[config.mk]
export PLATFORM = sky130hd
export DESIGN_NAME = fpnew_result_fifo
export DESIGN_NICKNAME = d
export VERILOG_FILES = /design/src/rtl/fpnew_pkg.sv /design/src/rtl/fpnew_fflags_accu.sv /design/src/rtl/fpnew_result_fifo_chk.sv /design/src/rtl/fpnew_result_fifo.sv
export SDC_FILE = /design/constraint.sdc
export NUM_CORES = 1
export LEC_CHECK = 0
export ABC_AREA = 1
export CAP_MARGIN = 20
export CORE_MARGIN = 5
export CORE_UTILIZATION = 30
export DETAILED_ROUTE_END_ITERATION = 16
export SLEW_MARGIN = 25
export SYNTH_ARGS = -nofsm -noshare
export SYNTH_HDL_FRONTEND = slang
export SYNTH_SLANG_ARGS = --single-unit
[constraint.sdc]
create_clock -name clk_i -period 12.58 [get_ports clk_i]
set_input_delay 2.516 -clock clk_i [delete_from_list [all_inputs] [get_ports clk_i]]
set_output_delay 2.516 -clock clk_i [all_outputs]
set_load 0.05 [all_outputs]
[src/rtl/fpnew_pkg.sv]
// Shared FPU package: IEEE exception status type and flag count.
package fpnew_pkg;

    // IEEE 754 exception flags, MSB to LSB: invalid, div-by-zero, overflow, underflow, inexact
    typedef struct packed {
        logic NV;
        logic DZ;
        logic OF;
        logic UF;
        logic NX;
    } status_t;

    localparam int unsigned NUM_STATUS_FLAGS = 5;

endpackage

[src/rtl/fpnew_fflags_accu.sv]
// Sticky IEEE exception flag accumulator for the CSR fflags field.
// The body exists only when FPNEW_FLAG_ACCUM_EN is defined, so the default
// build carries no unused module.
`ifdef FPNEW_FLAG_ACCUM_EN
module fpnew_fflags_accu
    import fpnew_pkg::*;
(
    input  logic                        clk_i,
    input  logic                        rst_i,
    input  logic                        pop_i,
    input  logic                        clear_i,
    input  logic [NUM_STATUS_FLAGS-1:0] status_i,
    output logic [NUM_STATUS_FLAGS-1:0] flags_o
);

    logic [NUM_STATUS_FLAGS-1:0] r_flags;
    logic [NUM_STATUS_FLAGS-1:0] w_flags_nxt;

    // Clear acts on the old value, so a same-cycle pop leaves only the popped status.
    always_comb begin
        w_flags_nxt = r_flags;
        if (clear_i && pop_i) begin
            w_flags_nxt = status_i;
        end else if (clear_i) begin
            w_flags_nxt = '0;
        end else if (pop_i) begin
            w_flags_nxt = r_flags | status_i;
        end else begin
            w_flags_nxt = r_flags;
        end
    end

    // Flag register.
    always_ff @(posedge clk_i or posedge rst_i) begin
        if (rst_i) begin
            r_flags <= '0;
        end else begin
            r_flags <= w_flags_nxt;
        end
    end

    assign flags_o = r_flags;

endmodule
`endif

[src/rtl/fpnew_result_fifo_chk.sv]
// Protocol checker for fpnew_result_fifo: depth range, no push when full,
// no pop when empty, stable upstream payload while stalled.
module fpnew_result_fifo_chk #(
    parameter int unsigned Depth    = 4,
    parameter int unsigned CntW     = 3,
    parameter int unsigned PayloadW = 1
) (
    input  logic                clk_i,
    input  logic                rst_i,
    input  logic                flush_i,
    input  logic                in_valid_i,
    input  logic                in_ready_i,
    input  logic                push_i,
    input  logic                pop_i,
    input  logic [CntW-1:0]     count_i,
    input  logic [PayloadW-1:0] payload_i
);

    a_depth_range: assert property (@(posedge clk_i) (Depth >= 2) && (Depth <= 16));

    a_no_push_full: assert property (@(posedge clk_i) disable iff (rst_i)
        (count_i == CntW'(Depth)) |-> !push_i);

    a_no_pop_empty: assert property (@(posedge clk_i) disable iff (rst_i)
        (count_i == {CntW{1'b0}}) |-> !pop_i);

    a_stable_payload: assert property (@(posedge clk_i) disable iff (rst_i || flush_i)
        (in_valid_i && !in_ready_i) |=> (in_valid_i && $stable(payload_i)));

endmodule

[src/rtl/fpnew_result_fifo.sv]
// In-order result buffer between the FPU result arbiter and a slow writeback port.
// Stores {result, status, tag}; no fall-through, so a push into an empty
// buffer is visible one cycle later. Optional sticky fflags accumulation is
// enabled with the FPNEW_FLAG_ACCUM_EN macro.
module fpnew_result_fifo
    import fpnew_pkg::*;
#(
    parameter int unsigned Width   = 64,
    parameter int unsigned Depth   = 4,
    parameter type         TagType = logic
) (
    input  logic                        clk_i,
    input  logic                        rst_i,
    input  logic                        flush_i,
    input  logic                        in_valid_i,
    output logic                        in_ready_o,
    input  logic [Width-1:0]            result_i,
    input  logic [NUM_STATUS_FLAGS-1:0] status_i,
    input  TagType                      tag_i,
    output logic                        out_valid_o,
    input  logic                        out_ready_i,
    output logic [Width-1:0]            result_o,
    output logic [NUM_STATUS_FLAGS-1:0] status_o,
    output TagType                      tag_o,
    output logic [$clog2(Depth+1)-1:0]  usage_o,
    output logic [NUM_STATUS_FLAGS-1:0] flags_o,
    input  logic                        flags_clear_i
);

    localparam int unsigned PtrW = (Depth > 1) ? $clog2(Depth) : 1;
    localparam int unsigned CntW = $clog2(Depth + 1);
    localparam logic [PtrW-1:0] LastPtr = PtrW'(Depth - 1);
    localparam logic [CntW-1:0] FullCnt = CntW'(Depth);

    typedef struct packed {
        logic [Width-1:0] result;
        status_t          status;
        TagType           tag;
    } entry_t;

    entry_t          r_mem [Depth];
    logic [PtrW-1:0] r_wr_ptr;
    logic [PtrW-1:0] r_rd_ptr;
    logic [CntW-1:0] r_count;

    logic [PtrW-1:0] w_wr_ptr_nxt;
    logic [PtrW-1:0] w_rd_ptr_nxt;
    logic [CntW-1:0] w_count_nxt;
    logic            w_push;
    logic            w_pop;
    entry_t          w_entry;
    entry_t          w_head;

    // Non-power-of-two depths need an explicit wrap instead of natural overflow.
    function automatic logic [PtrW-1:0] ptr_inc(input logic [PtrW-1:0] ptr);
        if (ptr == LastPtr) begin
            return '0;
        end else begin
            return ptr + PtrW'(1);
        end
    endfunction

    // Ready/valid depend only on the occupancy register.
    assign in_ready_o  = (r_count != FullCnt);
    assign out_valid_o = (r_count != {CntW{1'b0}});
    assign w_push      = in_valid_i & in_ready_o;
    assign w_pop       = out_valid_o & out_ready_i;

    assign w_entry     = '{result: result_i, status: status_i, tag: tag_i};
    assign w_head      = r_mem[r_rd_ptr];
    assign result_o    = w_head.result;
    assign status_o    = w_head.status;
    assign tag_o       = w_head.tag;
    assign usage_o     = r_count;

    // Next pointer/occupancy; flush wins over any same-cycle handshake.
    always_comb begin
        w_wr_ptr_nxt = r_wr_ptr;
        w_rd_ptr_nxt = r_rd_ptr;
        w_count_nxt  = r_count;
        if (flush_i) begin
            w_wr_ptr_nxt = '0;
            w_rd_ptr_nxt = '0;
            w_count_nxt  = '0;
        end else begin
            if (w_push) begin
                w_wr_ptr_nxt = ptr_inc(r_wr_ptr);
            end else begin
                w_wr_ptr_nxt = r_wr_ptr;
            end
            if (w_pop) begin
                w_rd_ptr_nxt = ptr_inc(r_rd_ptr);
            end else begin
                w_rd_ptr_nxt = r_rd_ptr;
            end
            if (w_push && !w_pop) begin
                w_count_nxt = r_count + CntW'(1);
            end else if (w_pop && !w_push) begin
                w_count_nxt = r_count - CntW'(1);
            end else begin
                w_count_nxt = r_count;
            end
        end
    end

    // Pointer and occupancy registers.
    always_ff @(posedge clk_i or posedge rst_i) begin
        if (rst_i) begin
            r_wr_ptr <= '0;
            r_rd_ptr <= '0;
            r_count  <= '0;
        end else begin
            r_wr_ptr <= w_wr_ptr_nxt;
            r_rd_ptr <= w_rd_ptr_nxt;
            r_count  <= w_count_nxt;
        end
    end

    // Entry storage; contents are don't-care until written, so no reset.
    always_ff @(posedge clk_i) begin
        if (w_push && !flush_i) begin
            r_mem[r_wr_ptr] <= w_entry;
        end
    end

`ifdef FPNEW_FLAG_ACCUM_EN
    logic w_pop_commit;
    assign w_pop_commit = w_pop & ~flush_i;

    fpnew_fflags_accu u_fflags_accu (
        .clk_i    (clk_i),
        .rst_i    (rst_i),
        .pop_i    (w_pop_commit),
        .clear_i  (flags_clear_i),
        .status_i (status_o),
        .flags_o  (flags_o)
    );
`else
    logic w_unused_flags_clear;
    assign w_unused_flags_clear = flags_clear_i;
    assign flags_o = '0;
`endif

    fpnew_result_fifo_chk #(
        .Depth    (Depth),
        .CntW     (CntW),
        .PayloadW ($bits(entry_t))
    ) u_chk (
        .clk_i      (clk_i),
        .rst_i      (rst_i),
        .flush_i    (flush_i),
        .in_valid_i (in_valid_i),
        .in_ready_i (in_ready_o),
        .push_i     (w_push),
        .pop_i      (w_pop),
        .count_i    (r_count),
        .payload_i  (w_entry)
    );

endmodule

==> metrics.md <==
| Metric | Value |
|---|---|
| Status | `completed` |
| Synth warn | `0` |
| Nets | `977` |
| Tmin final | `6.255 ns` |
| Setup_tns | `0 ns` |
| Synth Area in Adders | `0.6452%` |
| Largest net degree at the start of global routing | `73` |
| Leak | `4.516 nW` |
| Clk_lat worst skew | `0.57 ns` |
| TritonCTS clock tree | `built` |
| Main combinational cell family by area after synthesis | `compound AO/OA/AOI/OAI gates` |
| Critical R2R Launch | `usage_o[1]` |
| R2R setup slack | `9.52 ns` |
| Cell Pwr Density | `219.5 nW/um^2` |
| Power, Total | `3.019 mW` |
| Post-DP Area | `12810 sq um` |
| Seq/Total Area, Yosys | `79.04%` |
| FP Rows | `69` |
| Synth cell types | `25` |
| Routability Congestion | `0.6858` |
| Cell area after layout | `13750 sq um` |
| Hold depth | `2` |
| Period utilization | `49.72%` |
| TritonRoute pass-1 iters | `4` |
| Hold slack | `0.5826 ns` |
| DRC viols | `0` |
| Max Clock Freq | `159.9 MHz` |
| Die X | `200.3 um` |
| Reg2reg path depth | `5` |
| Antenna violations before repair | `2` |
| CP Capture Type | `output pin` |
| Total GRT Usage | `11.81%` |
| Commonest non-fill, non-tap cell in the layout | `edfxtp_1` |
| Cts repair resizes | `0` |
| Synth Register Bits | `287` |
| # port buffers | `149` |
| Slew Limit Headroom | `36.71%` |
| I/O pin count | `156` |
| Final Hold Viols | `0` |
| Worst Path Max Fanout | `65` |
| Worst hold path type | `reg2reg` |
| Worst vdd ir | `0.1256 mV` |
| Min-Delay Endpoint | `usage_o[1]` |
| CP arrival | `3.74 ns` |
| HP Start | `usage_o[1]` |
| Max-slew violation count | `0` |
| Root buffer cell | `clkbuf_16` |
| Via Count | `6435` |
| Final setup violating endpoints | `0` |
| Fin Clk Skew | `0.02914 ns` |
| Global-route wire length before repair | `37.79 mm` |
| Final setup margin | `6.325 ns` |
| Clk pin slew, worst setup/hold paths | `0.06 ns` |
| CORE AREA | `35660 sq um` |
| Startpoint types | `register` |
| TritonCTS sink count | `287` |
| Routed WL | `24.44 mm` |
| Worst-Margin Slew | `0.9494 ns` |
| Max clock buf depth | `3` |
| Netlist Area Pre-Place | `10860 sq um` |
| Placed wire-length estimate | `13.72 mm` |
| Hold_buf cts | `0` |
| Dpl ws | `6.836 ns` |
| Vias in the first global route | `6623` |
| # diodes | `0` |
| Gate Count Post-Synth | `748` |
| Die height | `200.3 um` |
| Initial core utilization | `30.46%` |
| Grt ovf | `0` |
| Post-synthesis simple-gate area fraction | `6.395%` |
| Data required time of the critical path | `10.06 ns` |
| Most frequent cells in the layout | `280 x edfxtp_1, 149 x clkdlybuf4s50_1, 143 x o21ai_0` |
| RSZ-0062 raised after global routing | `false` |
| Wire length per cell | `17.75 um` |
| Syn avg cell area | `14.52 sq um` |
| Via density | `4.673` |
| Synth Area in XOR/XNOR | `0.08065%` |
| Total die area | `40100 sq um` |
| Initial DRC count | `253` |
| Post-synthesis compound-gate area fraction | `10.80%` |
| Number of CTS-inserted buffers | `30` |
| Postcts setup bufs | `0` |
| Share of layout cells above drive strength 1 | `7.860%` |
| Mux cell area share after synthesis | `0%` |
| Maxcap violations | `0` |
| Final ANT Viol Nets | `0` |
| Reg-to-reg endpoint | `r_mem[3][46]` |
| H-tree level count | `1` |
| Worst Path Class, Setup | `reg2out` |
| Area Overhead vs Synth | `26.64%` |
==> through the flow <==
stage / std cells / utilization, %
after floorplan: 752 / -
after global placement: 1325 / 35.94
after detailed placement: 1325 / 35.94
after CTS: 1377 / 38.57
after global routing: 1377 / 38.57
final: 1377 / 38.57
==> critical path, stage by stage (launching register included) <==
cell	delay (ns)
dfrtp_4	0.62
buf_4	0.53
buf_4	0.62
o21ai_0	0.21
o22ai_1	0.19
clkdlybuf4s50_1	0.88
==> sequential cells by signal, indices dropped and copies added (netlist names) <==
register and count:
r_wr_ptr 2, r_rd_ptr 2, usage_o 3, r_mem 280
==> final cells by class <==
cell class                 count  area [sq um]
timing repair buffer         162          1589
clock inverter                16         163.9
clock buffer                  36         773.2
tap                          461         576.8
multi-input combinational    398          1994
fill                        3325         21900
sequential                   287          8588
inverter                      17         66.31
==> cell families after synthesis <==
family                     Yosys count
buffers and inverters               67
xor gates and xnor gates             1
and+or+nand+nor                    171
other                                1
DFF                                287
adders and majority gates            5
AOI/OAI and AO/OA                  216
==> cells in the mapped netlist <==
library cell  count  area (sq um)
nand2_1          14         52.55
buf_4            14         105.1
edfxtp_1        280          8408
buf_6             1         11.26
nand3_1           5         25.02
dfrtp_1           7         175.2
nand2_2           2         12.51
nor2_4            2         22.52
clkbuf_2          2         10.01
fa_1              1         20.02
nand2_4           3         33.78
o21ai_0         143         715.7
clkbuf_1         23         86.33
a21oi_2           1         8.760
clkinv_1          1         3.750
inv_1            14         52.55
buf_2            10         50.05
o22ai_1          70         437.9
nor2_1          144         540.5
xnor2_1           1         8.760
inv_2             2         7.510
conb_1            1         3.750
nand3b_1          1         7.510
ha_1              4         50.05
a21oi_1           2         10.01
==> worst max path at each step <==
stage	slack, ns	cells past startpoint	end	from
global route	5.99	5	result_o[37]	r_rd_ptr[0]
finish	6.33	5	result_o[60]	r_rd_ptr[0]
CTS	6.21	5	result_o[22]	r_rd_ptr[0]
global placement	6.84	5	result_o[22]	r_rd_ptr[0]
floorplan	6.24	4	r_mem[0][0]	in_valid_i
detailed placement	6.84	5	result_o[22]	r_rd_ptr[0]
==> metal layers <==
layer	vias up	global-route usage (%)	wire [um]
li1	3082	-	-
met1	3155	14.44	10360
met2	161	20.61	11920
met3	35	3.784	1728
met4	2	2.557	415
met5	-	0	19
==> where the power goes <==
part           switching (mW)  leakage (nW)  total [mW]  internal, mW
clock network           0.347         0.460       0.843         0.496
logic                   0.730          1.42        1.03         0.303
registers              0.0276          2.63        1.14          1.12
total                    1.10          4.52        3.02          1.91
Power figures use the tool's default switching activity.
